File: src/rtl/bk_pkg.sv
// Shared constants, FSM state type and index-width helper for the
// multi-precision Brent-Kung add/subtract sequencer.
package bk_pkg;

    localparam int N_DEF     = 4;
    localparam int WORDS_DEF = 4;

    typedef enum logic [1:0] {
        IDLE = 2'd0,
        RUN  = 2'd1,
        DONE = 2'd2
    } state_e;

    function automatic int idx_w(input int words);
        return (words > 1) ? $clog2(words) : 1;
    endfunction

endpackage

File: src/rtl/bk_slice_adder.sv
// Combinational N-bit Brent-Kung adder: PG cells, log-depth up-sweep of
// group generate/propagate, then a down-sweep filling in the odd prefixes.
module bk_slice_adder
    import bk_pkg::*;
#(
    parameter int N = N_DEF
) (
    input  logic [N-1:0] a,
    input  logic [N-1:0] b,
    input  logic         cin,
    output logic [N:0]   s
);

    localparam int LV = (N > 1) ? $clog2(N) : 1;

    logic [N-1:0] p_bit;
    logic [N-1:0] g_grp;
    logic [N-1:0] p_grp;

    assign p_bit = a ^ b;

    // After both sweeps g_grp[i] is the carry out of bit i (cin folded into bit 0).
    always_comb begin
        // NOTE: every variable gets a full default first so no path leaves a latch.
        g_grp = a & b;
        p_grp = p_bit;
        g_grp[0] = g_grp[0] | (p_grp[0] & cin);

        for (int l = 0; l < LV; l++) begin
            for (int i = 0; i < N; i++) begin
                if (((i + 1) % (2 << l)) == 0) begin
                    g_grp[i] = g_grp[i] | (p_grp[i] & g_grp[i - (1 << l)]);
                    p_grp[i] = p_grp[i] & p_grp[i - (1 << l)];
                end
            end
        end

        for (int l = LV - 1; l >= 0; l--) begin
            for (int i = 0; i < N; i++) begin
                if ((((i + 1) % (2 << l)) == (1 << l)) && (i >= (1 << l))) begin
                    g_grp[i] = g_grp[i] | (p_grp[i] & g_grp[i - (1 << l)]);
                    p_grp[i] = p_grp[i] & p_grp[i - (1 << l)];
                end
            end
        end
    end

    assign s[N-1:0] = p_bit ^ {g_grp[N-2:0], cin};
    assign s[N]     = g_grp[N-1];

endmodule

File: src/rtl/bk_mp_add_seq.sv
// Multi-precision add/subtract sequencer: one N-bit slice per clock through a
// shared Brent-Kung adder, LSB slice first, carry chained between slices.
module bk_mp_add_seq
    import bk_pkg::*;
#(
    parameter int N     = N_DEF,
    parameter int WORDS = WORDS_DEF
) (
    input  logic               clk,
    input  logic               rst_n,
    input  logic               start,
    input  logic               op_sub,
    input  logic               cin,
    input  logic [N*WORDS-1:0] a,
    input  logic [N*WORDS-1:0] b,
    output logic               busy,
    output logic               done,
    output logic [N*WORDS-1:0] sum,
    output logic               cout,
    output logic               ovf
);

    localparam int W  = N * WORDS;
    localparam int IW = idx_w(WORDS);
    localparam logic [IW-1:0] LAST = IW'(WORDS - 1);

    state_e        state_q;
    logic [IW-1:0] idx_q;
    logic [W-1:0]  a_q, b_q, acc_q, acc_d, sum_q;
    logic          carry_q, busy_q, done_q, cout_q, ovf_q;

    logic [N-1:0]  a_sl, b_sl;
    logic [N:0]    sl_s;
    logic          msb_cin;

    assign a_sl = a_q[int'(idx_q) * N +: N];
    assign b_sl = b_q[int'(idx_q) * N +: N];

    bk_slice_adder #(.N(N)) u_slice (
        .a   (a_sl),
        .b   (b_sl),
        .cin (carry_q),
        .s   (sl_s)
    );

    always_comb begin
        acc_d = acc_q;
        acc_d[int'(idx_q) * N +: N] = sl_s[N-1:0];
    end

    // Only meaningful on the top slice, where it is the carry into bit W-1.
    assign msb_cin = sl_s[N-1] ^ a_sl[N-1] ^ b_sl[N-1];

    // NOTE: operand/accumulator registers are reset too, so the outputs and
    // datapath never show X after reset; the cost is small at these widths.
    always_ff @(posedge clk or negedge rst_n) begin
        if (!rst_n) begin
            state_q <= IDLE;
            idx_q   <= '0;
            a_q     <= '0;
            b_q     <= '0;
            acc_q   <= '0;
            sum_q   <= '0;
            carry_q <= 1'b0;
            busy_q  <= 1'b0;
            done_q  <= 1'b0;
            cout_q  <= 1'b0;
            ovf_q   <= 1'b0;
        end else begin
            // NOTE: non-blocking assignments keep every register sampling the
            // pre-edge values, independent of statement order.
            case (state_q)
                IDLE: begin
                    done_q <= 1'b0;
                    if (start) begin
                        a_q     <= a;
                        b_q     <= op_sub ? ~b : b;
                        carry_q <= op_sub ? 1'b1 : cin;
                        idx_q   <= '0;
                        busy_q  <= 1'b1;
                        state_q <= RUN;
                    end
                end
                RUN: begin
                    acc_q   <= acc_d;
                    carry_q <= sl_s[N];
                    if (idx_q == LAST) begin
                        sum_q   <= acc_d;
                        cout_q  <= sl_s[N];
                        ovf_q   <= sl_s[N] ^ msb_cin;
                        done_q  <= 1'b1;
                        state_q <= DONE;
                    end else begin
                        idx_q <= idx_q + IW'(1);
                    end
                end
                DONE: begin
                    done_q  <= 1'b0;
                    busy_q  <= 1'b0;
                    state_q <= IDLE;
                end
                default: begin
                    done_q  <= 1'b0;
                    busy_q  <= 1'b0;
                    state_q <= IDLE;
                end
            endcase
        end
    end

    assign busy = busy_q;
    assign done = done_q;
    assign sum  = sum_q;
    assign cout = cout_q;
    assign ovf  = ovf_q;

endmodule

File: config.mk
export PLATFORM = sky130hd
export DESIGN_NAME = bk_mp_add_seq
export DESIGN_NICKNAME = d
export VERILOG_FILES = /design/src/rtl/bk_pkg.sv /design/src/rtl/bk_slice_adder.sv /design/src/rtl/bk_mp_add_seq.sv
export SDC_FILE = /design/constraint.sdc
export NUM_CORES = 1
export LEC_CHECK = 0
export ABC_AREA = 1
export BUFFER_PORTS_ARGS = -buffer_cell sky130_fd_sc_hd__buf_2
export CAP_MARGIN = 10
export CORE_UTILIZATION = 41
export DETAILED_ROUTE_END_ITERATION = 12
export HOLD_SLACK_MARGIN = 0.12
export SLEW_MARGIN = 20
export SYNTH_ARGS = -nofsm -noshare
export SYNTH_HDL_FRONTEND = slang
export SYNTH_SLANG_ARGS = --single-unit
export TNS_END_PERCENT = 20
File: constraint.sdc
create_clock -name clk -period 2.7 [get_ports clk]
set_input_delay 0.54 -clock clk [delete_from_list [all_inputs] [get_ports clk]]
set_output_delay 0.54 -clock clk [all_outputs]
set_load 0.03 [all_outputs]
==> run metrics <==
Post-synth EDFFs 0; Yosys reg bits 73; run status finished clean; Final setup violation count 0; Worst-Margin Slew 0.654 ns; M1 WL 3850 µm; total area of sequential cells 1830 µm²; async set or reset register ratio after synthesis 1.00; maximum achievable frequency 0.395 GHz; delay of the slowest cell on the worst path 0.41 ns; most common flop cell mapped by yosys sky130_fd_sc_hd__dfrtp_1; Avg WL per Cell around 13 µm; fraction of final layout cells sized beyond drive strength 1 0.221; worst flop-to-flop path endpoint ovf$_DFFE_PN0P_; CP max-delay cell sky130_fd_sc_hd__dfrtp_1; most frequent CP cell sky130_fd_sc_hd__nand2_1; total length of routed met3 wires 329 µm; worst setup slack after placement 0.0919 ns; number of sinks driven by the clock tree 73; # fillers 830; fin crit share 0.938; net count reported at finish 553; number of levels in the clock H-tree 3; leak pwr 2.20 nW; cell row count 33; Clock Skew 0.00757 ns; worst-skew pair later-pin latency between 0.3 and 0.4 ns; post-synthesis instance total 443; Synth Area per Inst roughly 8.2 µm²; area enclosed by the die boundary 9240 µm²; number of cells in the finished layout apart from fillers between 600 and 700; number of vias in the routed layout 2985; number of buffers inserted during clock tree synthesis 9; GP Congestion 0.809; element type at the critical path start flop; Netlist Area Pre-Place roughly 3600 µm²; horizontal extent of the die 96.1 µm; TritonCTS clock tree built; cts hold-fix bufs 0; # diodes 0; DRT Wirelength between 7000 and 8000 µm; CP Class flop to flop; DRC violation total after the first TritonRoute iteration 145; CP Max Fanout 8; Synthesized Nets 491; worst reg2reg setup slack 0.17 ns; die extent in y 96.1 µm; Port Buffer Count 56; final critical-path required period approximately 2.5 ns; Hold Violations, Final 0; warnings from Yosys 0; CTS max path bufs 2; total grt overflow 0; clock-pin slew on the worst setup and hold paths 0.07 ns; count of boundary I/O pins 57; FF-to-FF Start idx_q[0]$_DFFE_PN0P_; number of global-route vias before repair about 2800; Worst setup EP type flop; count of cells along the worst register-to-register path 16; area added between synthesis and finish 18.4%; initial antenna violation count 0; worst relative slew slack 0.564; sequential element share of the synthesized area 0.503; required time of the critical path 2.94 ns; global-route usage over all layers 0.192; Max rail drop VDD between 0.0004 and 0.0005 V; number of pins with negative max-slew slack in the final report 0; via count normalized by instance count 4.88; maximum number of pins on one net before global-route repair 36; DRC viols 0; Clock Root Buffer sky130_fd_sc_hd__clkbuf_8; critical path data arrival time 2.77 ns; Hold/Removal Path Class input pin to asynchronous set/reset pin; routed length on met2 3610 µm; area of the multi-input gates between 1500 and 2000 µm²; number of placed cells counting well taps approximately 600; final antenna-violating net count 0; family of cells with the greatest summed delay on the critical path adder cells; number of unique standard cell types used by synthesis 24; highest metal used met4; maxcap violations 0; power per cell area 1320 nW/µm²; final worst setup slack 0.166 ns; estimated wirelength of the detail-placed design 5700 µm; cells along the critical path buf_6 -> o21ai_2 -> o22ai_2 -> fa_2 -> inv_2 -> fa_2 -> inv_1 -> fa_2 -> nand2_1 -> nand2_1 -> inv_2 -> nand2_1 -> nand2_1 -> nand3_1 -> nand3_1 -> nand2_1; Bufs and invs on worst path 4; first-pass GRT wire length 13300 µm; starting density of the core 0.433; Initial DRT Pass Iterations 4; placeable core area between 8000 and 9000 µm²
==> power by group <==
part / internal, mW / switching, mW
logic: 1.09 / 1.99
clock network: 0.395 / 0.379
registers: 1.57 / 0.258
==> cells in the mapped netlist (4+ instances only) <==
master                       n  area, µm²
sky130_fd_sc_hd__nand3_1    19       95.1
sky130_fd_sc_hd__ha_1        8        100
sky130_fd_sc_hd__inv_2       4       15.0
sky130_fd_sc_hd__xor2_1      4       35.0
sky130_fd_sc_hd__o22ai_1    16        100
sky130_fd_sc_hd__nand2_1   172        646
sky130_fd_sc_hd__clkbuf_1    6       22.5
sky130_fd_sc_hd__xnor2_1    12        105
sky130_fd_sc_hd__a21oi_1     6       30.0
sky130_fd_sc_hd__nor2_1     12       45.0
sky130_fd_sc_hd__inv_1      35        131
sky130_fd_sc_hd__buf_2      10       50.1
sky130_fd_sc_hd__o21ai_0    51        255
sky130_fd_sc_hd__dfrtp_1    73       1830
==> state kept, by name, summed over array words and instances, names as in the netlist, 2 cells and up <==
signal / cells
idx_q: 2
state_q: 2
sum: 16
b_q: 16
acc_q: 16
a_q: 16
==> cell usage in the layout (no fill, tap or decap), drive strengths merged, types with 3 or more instances in the layout <==
master | netlist | final
nand2 | 172 | 172
dfrtp | 73 | 73
buf | 14 | 72
o21ai | 52 | 52
inv | 39 | 39
nand3 | 19 | 19
o22ai | 16 | 16
nor2 | 15 | 15
clkbuf | 7 | 13
xnor2 | 12 | 12
ha | 8 | 8
a21oi | 6 | 6
xor2 | 4 | 4
fa | 3 | 3
==> worst max path at each step <==
stage,startpoint,endpoint,cells after the start
4_1_cts,idx_q[1]$_DFFE_PN0P_,acc_q[2]$_DFFE_PN0P_,12
2_1_floorplan,idx_q[0]$_DFFE_PN0P_,acc_q[6]$_DFFE_PN0P_,14
3_5_place_dp,idx_q[1]$_DFFE_PN0P_,acc_q[2]$_DFFE_PN0P_,12
3_3_place_gp,idx_q[1]$_DFFE_PN0P_,acc_q[2]$_DFFE_PN0P_,12
6_report,idx_q[0]$_DFFE_PN0P_,ovf$_DFFE_PN0P_,16
5_1_grt,idx_q[0]$_DFFE_PN0P_,acc_q[14]$_DFFE_PN0P_,12
==> logic make-up after synthesis <==
family | synth area share
flip-flops | 0.503
AO/OA/AOI/OAI | 0.111
buffers and inverters | 0.0737
AND/OR/NAND/NOR | 0.229
adder cells (fa/ha/maj) | 0.0441
XOR/XNOR | 0.0386
==> per-layer routing <==
metal,track usage,vias to the layer above
met3,0.0363,13
li1,-,1519
met1,0.255,1386
met4,0.0846,0
met2,0.306,67
met5,0,-
==> timing repair <==
| action | in CTS | in global routing |
|---|---|---|
| endpoints found under the setup margin | 0 | 17 |
| resized for setup | 0 | 23 |
| buffers inserted | 0 | 4 |
==> area by class of cell <==
type / count / area share
sequential: 73 / 0.425
multi-input combinational: 310 / 0.374
inverter: 39 / 0.0341
clock buffer: 13 / 0.0393
tap: 105 / 0.0306
timing repair buffer: 72 / 0.0969
==> metrics by stage <==
| step | TNS, ns | cell area (µm²) | power, mW | utilization | hold WS [ns] |
|---|---|---|---|---|---|
| 6_report | 0 | 4300 | 5.69 | 0.513 | 0.217 |
| 2_1_floorplan | 0 | 3640 | 3.96 | - | 0.244 |
| 3_3_place_gp | 0 | 4030 | 4.66 | 0.480 | 0.455 |
| 4_1_cts | 0 | 4200 | 5.51 | 0.501 | 0.235 |
| 5_1_grt | -0.00817 | 4300 | 6.21 | 0.513 | 0.266 |
| 3_5_place_dp | 0 | 4030 | 4.73 | 0.480 | 0.462 |
Note: power is estimated with default switching activity, not from simulation.
